File: config.mk
export PLATFORM = sky130hd
export DESIGN_NAME = decode_stage
export DESIGN_NICKNAME = d
export VERILOG_FILES = /design/src/rtl/decode_stage.sv
export SDC_FILE = /design/constraint.sdc
export NUM_CORES = 1
export LEC_CHECK = 0
export ABC_AREA = 1
export BUFFER_PORTS_ARGS = -buffer_cell sky130_fd_sc_hd__buf_2
export CORE_MARGIN = 3
export CORE_UTILIZATION = 50
export CTS_BUF_LIST = sky130_fd_sc_hd__clkbuf_4
export CTS_CLUSTER_DIAMETER = 200
export DETAILED_ROUTE_END_ITERATION = 7
export GPL_TIMING_DRIVEN = 0
export PLACE_DENSITY = 0.83
export SETUP_SLACK_MARGIN = 0.1
export SLEW_MARGIN = 5
export SYNTH_ARGS = -nofsm -noshare
export SYNTH_HDL_FRONTEND = slang
export SYNTH_SLANG_ARGS = --single-unit
File: constraint.sdc
create_clock -name clk -period 6.15 [get_ports clk]
set_input_delay 1.5375 -clock clk [delete_from_list [all_inputs] [get_ports clk]]
set_output_delay 1.5375 -clock clk [all_outputs]
set_load 0.01 [all_outputs]
File: src/rtl/decode_stage.sv
// rtl/decode_stage.sv - registered RV32I decode stage with ID/EX register, flush and load-use interlock
module decode_stage #(
    parameter int PC_WIDTH = 10,
    parameter bit RV32E    = 1'b0
) (
    input  logic                clk,
    input  logic                rst,
    input  logic                in_valid,
    output logic                in_ready,
    input  logic [PC_WIDTH-1:0] in_pc,
    input  logic [31:0]         in_inst,
    input  logic                flush,
    output logic [4:0]          rf_rs1_addr,
    output logic [4:0]          rf_rs2_addr,
    input  logic [31:0]         rf_rs1_data,
    input  logic [31:0]         rf_rs2_data,
    output logic                out_valid,
    input  logic                out_ready,
    output logic [PC_WIDTH-1:0] out_pc,
    output logic [6:0]          out_opcode,
    output logic [2:0]          out_funct3,
    output logic [6:0]          out_funct7,
    output logic [31:0]         out_imm,
    output logic [31:0]         out_rs1_data,
    output logic [31:0]         out_rs2_data,
    output logic [4:0]          out_rs1_addr,
    output logic [4:0]          out_rs2_addr,
    output logic [4:0]          out_rd_addr,
    output logic                out_rd_we,
    output logic                out_is_load,
    output logic                out_illegal
);
    localparam logic [6:0] OP_LUI    = 7'b0110111;
    localparam logic [6:0] OP_AUIPC  = 7'b0010111;
    localparam logic [6:0] OP_JAL    = 7'b1101111;
    localparam logic [6:0] OP_JALR   = 7'b1100111;
    localparam logic [6:0] OP_BRANCH = 7'b1100011;
    localparam logic [6:0] OP_LOAD   = 7'b0000011;
    localparam logic [6:0] OP_STORE  = 7'b0100011;
    localparam logic [6:0] OP_IMM    = 7'b0010011;
    localparam logic [6:0] OP_REG    = 7'b0110011;
    localparam logic [6:0] OP_FENCE  = 7'b0001111;
    localparam logic [6:0] OP_SYSTEM = 7'b1110011;

    logic [6:0]  w_opcode;
    logic [2:0]  w_funct3;
    logic [6:0]  w_funct7;
    logic [4:0]  w_rs1;
    logic [4:0]  w_rs2;
    logic [4:0]  w_rd;
    logic        w_rs1_used;
    logic        w_rs2_used;
    logic        w_rd_used;
    logic        w_illegal;
    logic [31:0] w_imm_raw;
    logic [31:0] w_imm_i;
    logic [31:0] w_imm_s;
    logic [31:0] w_imm_b;
    logic [31:0] w_imm_u;
    logic [31:0] w_imm_j;
    logic [31:0] w_imm_sh;
    logic        w_hz;
    logic        w_accept;

    logic                r_valid;
    logic [PC_WIDTH-1:0] r_pc;
    logic [6:0]          r_opcode;
    logic [2:0]          r_funct3;
    logic [6:0]          r_funct7;
    logic [31:0]         r_imm;
    logic [31:0]         r_rs1_data;
    logic [31:0]         r_rs2_data;
    logic [4:0]          r_rs1_addr;
    logic [4:0]          r_rs2_addr;
    logic [4:0]          r_rd_addr;
    logic                r_rd_we;
    logic                r_is_load;
    logic                r_illegal;

    assign w_opcode = in_inst[6:0];
    assign w_funct3 = in_inst[14:12];
    assign w_funct7 = in_inst[31:25];
    assign w_rs1    = in_inst[19:15];
    assign w_rs2    = in_inst[24:20];
    assign w_rd     = in_inst[11:7];

    assign w_imm_i  = {{20{in_inst[31]}}, in_inst[31:20]};
    assign w_imm_s  = {{20{in_inst[31]}}, in_inst[31:25], in_inst[11:7]};
    assign w_imm_b  = {{19{in_inst[31]}}, in_inst[31], in_inst[7], in_inst[30:25], in_inst[11:8], 1'b0};
    assign w_imm_u  = {in_inst[31:12], 12'b0};
    assign w_imm_j  = {{11{in_inst[31]}}, in_inst[31], in_inst[19:12], in_inst[20], in_inst[30:21], 1'b0};
    assign w_imm_sh = {27'b0, in_inst[24:20]};

    always_comb begin
        w_rs1_used = 1'b0;
        w_rs2_used = 1'b0;
        w_rd_used  = 1'b0;
        w_imm_raw  = 32'b0;
        w_illegal  = (in_inst[1:0] != 2'b11);
        case (w_opcode)
            OP_REG: begin
                w_rs1_used = 1'b1;
                w_rs2_used = 1'b1;
                w_rd_used  = 1'b1;
                if (!((w_funct7 == 7'b0000000) ||
                      (w_funct7 == 7'b0100000 && (w_funct3 == 3'b000 || w_funct3 == 3'b101))))
                    w_illegal = 1'b1;
            end
            OP_IMM: begin
                w_rs1_used = 1'b1;
                w_rd_used  = 1'b1;
                w_imm_raw  = w_imm_i;
                if (w_funct3 == 3'b001) begin
                    w_imm_raw = w_imm_sh;
                    if (w_funct7 != 7'b0000000) w_illegal = 1'b1;
                end else if (w_funct3 == 3'b101) begin
                    w_imm_raw = w_imm_sh;
                    if (w_funct7 != 7'b0000000 && w_funct7 != 7'b0100000) w_illegal = 1'b1;
                end
            end
            OP_LOAD: begin
                w_rs1_used = 1'b1;
                w_rd_used  = 1'b1;
                w_imm_raw  = w_imm_i;
                if (w_funct3 == 3'b011 || w_funct3 == 3'b110 || w_funct3 == 3'b111) w_illegal = 1'b1;
            end
            OP_STORE: begin
                w_rs1_used = 1'b1;
                w_rs2_used = 1'b1;
                w_imm_raw  = w_imm_s;
                if (w_funct3 >= 3'b011) w_illegal = 1'b1;
            end
            OP_BRANCH: begin
                w_rs1_used = 1'b1;
                w_rs2_used = 1'b1;
                w_imm_raw  = w_imm_b;
                if (w_funct3 == 3'b010 || w_funct3 == 3'b011) w_illegal = 1'b1;
            end
            OP_JALR: begin
                w_rs1_used = 1'b1;
                w_rd_used  = 1'b1;
                w_imm_raw  = w_imm_i;
                if (w_funct3 != 3'b000) w_illegal = 1'b1;
            end
            OP_JAL: begin
                w_rd_used = 1'b1;
                w_imm_raw = w_imm_j;
            end
            OP_LUI, OP_AUIPC: begin
                w_rd_used = 1'b1;
                w_imm_raw = w_imm_u;
            end
            OP_FENCE, OP_SYSTEM: ;
            default: w_illegal = 1'b1;
        endcase
        // Only fields the format actually uses are register numbers; others hold immediate bits.
        if (RV32E && ((w_rs1_used && w_rs1[4]) || (w_rs2_used && w_rs2[4]) || (w_rd_used && w_rd[4])))
            w_illegal = 1'b1;
    end

    assign rf_rs1_addr = w_rs1;
    assign rf_rs2_addr = w_rs2;

    assign w_hz = r_valid && r_is_load && (r_rd_addr != 5'd0) &&
                  ((w_rs1_used && w_rs1 == r_rd_addr) || (w_rs2_used && w_rs2 == r_rd_addr));

    assign in_ready = !flush && !w_hz && (!r_valid || out_ready);
    assign w_accept = in_valid && in_ready;

    always_ff @(posedge clk or posedge rst) begin
        if (rst) begin
            r_valid <= 1'b0;
        end else if (flush) begin
            r_valid <= 1'b0;
        end else if (w_accept) begin
            r_valid <= 1'b1;
        end else if (out_ready && r_valid) begin
            r_valid <= 1'b0;
        end
    end

    // Data fields move only on accept so bubbles leave them stale.
    always_ff @(posedge clk or posedge rst) begin
        if (rst) begin
            r_pc       <= '0;
            r_opcode   <= 7'b0;
            r_funct3   <= 3'b0;
            r_funct7   <= 7'b0;
            r_imm      <= 32'b0;
            r_rs1_data <= 32'b0;
            r_rs2_data <= 32'b0;
            r_rs1_addr <= 5'b0;
            r_rs2_addr <= 5'b0;
            r_rd_addr  <= 5'b0;
            r_rd_we    <= 1'b0;
            r_is_load  <= 1'b0;
            r_illegal  <= 1'b0;
        end else if (!flush && w_accept) begin
            r_pc       <= in_pc;
            r_opcode   <= w_opcode;
            r_funct3   <= w_funct3;
            r_funct7   <= w_funct7;
            r_imm      <= w_illegal ? 32'b0 : w_imm_raw;
            r_rs1_data <= rf_rs1_data;
            r_rs2_data <= rf_rs2_data;
            r_rs1_addr <= (!w_illegal && w_rs1_used) ? w_rs1 : 5'b0;
            r_rs2_addr <= (!w_illegal && w_rs2_used) ? w_rs2 : 5'b0;
            r_rd_addr  <= (!w_illegal && w_rd_used) ? w_rd : 5'b0;
            r_rd_we    <= !w_illegal && w_rd_used;
            r_is_load  <= (w_opcode == OP_LOAD);
            r_illegal  <= w_illegal;
        end
    end

    assign out_valid    = r_valid;
    assign out_pc       = r_pc;
    assign out_opcode   = r_opcode;
    assign out_funct3   = r_funct3;
    assign out_funct7   = r_funct7;
    assign out_imm      = r_imm;
    assign out_rs1_data = r_rs1_data;
    assign out_rs2_data = r_rs2_data;
    assign out_rs1_addr = r_rs1_addr;
    assign out_rs2_addr = r_rs2_addr;
    assign out_rd_addr  = r_rd_addr;
    assign out_rd_we    = r_rd_we;
    assign out_is_load  = r_is_load;
    assign out_illegal  = r_illegal;
endmodule

==> Yosys cells after proc, flatten, opt, wreduce, memory -nomap -nowiden <==
Index checks and enable logic that the tools add are counted.
{ "op_classes": {"n_mux": 23, "magnitude_cmp": 1, "reduce_logical": 38, "n_eq_ne": 22} }
{ "op_table": {"columns": ["operator", "n"], "rows": [
  ["32-bit one-hot mux with 6 select lines", 1],
  ["32-bit 2-to-1 mux", 3],
  ["7-bit by 6-bit == test with 1-bit output (second input constant)", 4],
  ["7-bit == test (second input constant)", 4],
  ["1-bit logical AND", 15],
  ["1-bit 2-to-1 mux", 15],
  ["5-bit 2-to-1 mux", 3],
  ["7-bit by 5-bit == test with 1-bit output (second input constant)", 2],
  ["5-bit == test", 2],
  ["3-bit == test (second input constant)", 3],
  ["7-bit by 2-bit == test with 1-bit output (second input constant)", 1],
  ["7-bit by 4-bit == test with 1-bit output (second input constant)", 1],
  ["7-bit zero test", 1],
  ["1-bit logical OR", 7],
  ["7-bit by 6-bit inequality test with 1-bit output (second input constant)", 1],
  ["1-bit one-hot mux with 7 select lines", 1],
  ["7-bit nonzero test", 1],
  ["7-bit OR reduction", 1],
  ["3-bit by 2-bit == test with 1-bit output (second input constant)", 2],
  ["3-bit nonzero test", 2],
  ["6-bit OR reduction", 1],
  ["5-bit nonzero test", 1],
  ["5-bit OR reduction", 1],
  ["1-bit zero test", 4],
  ["other kinds (6)", 7]
]} }
{ "word_totals": {"reg_bits": 142, "wordCells": 98, "input_bits": 111} }

==> Longest topological paths before layout <==
{ "depth": {"ltp_word": 12, "mapped_depth": 14, "depth_no_buf": 12} }

==> Least setup slack after synthesis <==
Ideal clock, no wire load.
{ "synth_path": {"path_kind": "input to output", "start": "in in_inst[1]", "end": "out in_ready", "cell_stages": 8, "t_required_ps": 4612, "n_path_buf": 1, "t_arrival_ps": 2454, "path_slack_ps": 2158, "path_cell_list": "nand2_1 > nor2_2 > buf_6 > nand3_1 > nand4_1 > nand3_2 > nand2_1 > inv_1"} }
{ "synth_between": {"elab_chain_len": 9} }
{ "synth_rtl": {"columns": ["element", "line_no", "source"], "rows": [
  ["start, declared", "11", "input logic [31:0] in_inst,"],
  ["7-bit by 2-bit == test with 1-bit output, or another cell as far along", "100", "case (w_opcode)"],
  ["6-bit OR reduction (no source line) or 3-bit OR reduction (tied branches)", null, null],
  ["1-bit 2-to-1 mux", "100", null],
  ["1-bit logical AND", "165", "((w_rs1_used && w_rs1 == r_rd_addr) || (w_rs2_used && w_rs2 == r_rd_addr));"],
  ["1-bit logical OR (*)", "165", null],
  ["1-bit logical AND (*)", "164", "assign w_hz = r_valid && r_is_load && (r_rd_addr != 5'd0) &&"],
  ["1-bit zero test (*)", "167", "assign in_ready = !flush && !w_hz && (!r_valid || out_ready);"],
  ["1-bit logical AND (*) (2 in series)", "167", null],
  ["end, declared", "9", "output logic in_ready,"]
]} }
Mark *: on every way between the ends. The rest lies on a longest branch, timed or not.

==> Worst setup path in the final report <==
Same ends and word-level chain as after synthesis.

==> impl_metrics.toml <==
[status]
outcome = "complete, no violations"

[cells_and_area]
utilization_pct = 67.3
finalNetCount = 1184
drive_above_1_share_pct = 32.3
layout_commonest_cell = "nand2_1"
n_antenna_cell = 0
area_growth_pct = 28.6
final_area_um2 = 8280
fillers = 1146
mostFrequentLayoutCells = "nand2_1, buf_2, dfrtp_1"

[run]
cap_violations = 0

[sta]
timing.final.crit_share_pct = 72.6
slew-limit-headroom_pct = 50.4
drv_slew = 0
setup_ws_ns = 1.69
rsz0062_at_grt = "false"
tightest_slew_ns = 0.744
period_minus_slack_ns = 4.46
max_clock_freq_ghz = 0.224
finalHoldViolCount = 0
clock_skew_ns = 0.0167
hold_ws_ns = 0.483
setup_viol = 0

[yosys]
synth_edf_count = 0
syn_inst = 790
synth_top_area_cell = "dfrtp_1"
synthArstFlopShare_pct = 100
synthDistinctLibCells = 25
synth_warnings = 0
syn_area_per_cell_um2 = 8.15
netlist_area_um2 = 6440
ys_ff_latch = 142
netlist.area_leader.share_pct = 55.2
synth_area_leaders = "dfrtp_1, nand2_1, nand3_1"
synthFlopType = "dfrtp_1"
syn_nets = 901
seq_area_frac_synth_pct = 55.2

[clock_network]
path_clk_slew_ns = 0.11
cts_hold_buf = 0
clock_latency_ns = 0.56
cts_max_level = 4
cts_tree = "yes"
ctsRootBufferMaster = "clkbuf_4"
cts.repair.resized = 0
cts_buffer_depth = 2
cts_buffers = 17
cts_num_sinks = 142
cts_setup_buffers = 0

[worst_setup_path]
worstPathRequired_ns = 4.61
critPathArrivalTime_ns = 2.93
end_kind = "output pin"
worstSetupStartpointType = "input port"
critPathKind = "input port to output pin"
crit_fanout = 7

[floorplanning]
io_pins = 264
coreArea_um2 = 12300
die_h_um = 119
die_width_um = 119
rows = 40
start_util_pct = 52.3
die_area_um2 = 14300

[global_routing]
grt_usage_pct = 27.5
grt_pass1_wl_um = 30600
grt_pass1_vias = 6005
gr-total-overflow = 0
antenna_found_initial = 0
grt_max_degree = 83

[place]
hpwl_um = 15000
portBuffers = 263
dp_worst_setup_slack_ns = 1.69
place.gp.congestion = 0.989
placed_area_um2 = 8000

[pwr]
peakVddDrop_mv = 0.180
p_leak_nw = 4.94
p_per_area_nw_per_um2 = 252

[detailed_routing]
postRouteAntennaNets = 0
dr.pass1.iters = 5
vias = 6288
drtIter0Drc = 596
post_drt_wl_per_cell_um = 15.7
post-route-drc-count = 0
viasPerCell = 5.02
drt-total-wl_um = 19600

[hold_path]
hold_path.class = "flop to flop"
[power breakdown]
part / leakage, nW / total [mW] / switching, mW / internal [mW]
combinational: 2.94 / 0.391 / 0.234 / 0.157
sequential: 1.83 / 1.07 / 0.0497 / 1.02
clock: 0.161 / 0.619 / 0.321 / 0.298
total: 4.94 / 2.08 / 0.605 / 1.48
[logic make-up (layout without fill, tap and decap cells)]
family | Yosys count | after routing | share of synthesized area [%]
simple gates | 502 | 502 | 31.7
flops | 142 | 142 | 55.2
buf+inv | 77 | 371 | 6.64
compound gates | 60 | 60 | 5.27
xor+xnor | 9 | 9 | 1.22
[cell type report]
cell class / count / area, um^2 / area share (%)
Inverter: 30 / 118 / 1.42
Multi-Input combinational cell: 571 / 2460 / 29.7
Clock buffer: 22 / 165 / 1.99
Tap cell: 168 / 210 / 2.54
Sequential cell: 142 / 3550 / 42.9
Timing Repair Buffer: 264 / 1340 / 16.2
Clock inverter: 8 / 118 / 1.42
Buffer: 47 / 315 / 3.81
[cells in the mapped netlist (8+ instances only)]
| master | n |
|---|---|
| nor2_2 | 8 |
| dfrtp_1 | 142 |
| buf_2 | 11 |
| nand2_1 | 395 |
| buf_4 | 23 |
| o21ai_1 | 13 |
| o21ai_0 | 31 |
| nor2_1 | 25 |
| inv_1 | 27 |
| nand3_1 | 51 |
[registers in the layout, indices dropped and copies added (netlist names), 3 cells and up]
name,count
out_rs2_data,32
out_pc,10
out_imm,32
out_rd_addr,5
out_rs1_addr,5
out_funct7,7
out_rs1_data,32
out_funct3,3
out_opcode,7
out_rs2_addr,5
[metal layers]
layer | GRT usage (%) | share of wire, % | vias up | wire (um)
met5 | 0 | 0 | - | 0
met4 | 11.3 | 2.7 | 0 | 527
met3 | 7.21 | 8.5 | 39 | 1670
met2 | 44.8 | 48 | 279 | 9480
met1 | 34.9 | 40 | 2921 | 7940
li1 | - | - | 3049 | -
[critical path, stage by stage]
cell     delay (ns)
buf_2          0.09
nand2_1        0.13
nor2_2         0.32
nand2_1        0.16
nand4_1        0.16
nand3_2        0.16
nand2_1        0.15
inv_1          0.05
buf_2          0.14
[final timing paths]
check | depth (start not counted) | end | slack, ns | start
max reg2reg | 7 | out_pc[0] | 4.09 | out_valid
max | 9 | in_ready | 1.69 | in_inst[1]
max in group asynchronous | 3 | out_imm[28] | 4.29 | rst
min | 2 | out_imm[2] | 0.48 | out_imm[2]
min reg2reg | 2 | out_imm[2] | 0.48 | out_imm[2]
min in group asynchronous | 2 | out_rs2_data[31] | 1.11 | rst
[per-stage QoR]
stage	TNS, ns	std cells	power (mW)
final	0	1252	2.08
after global routing	0	1252	2.19
after CTS	0	1252	2.10
after detailed placement	0	1222	1.49
after global placement	-108.57	1221	1.47
after floorplan	0	790	1.29
Power figures use the tool's default switching activity.
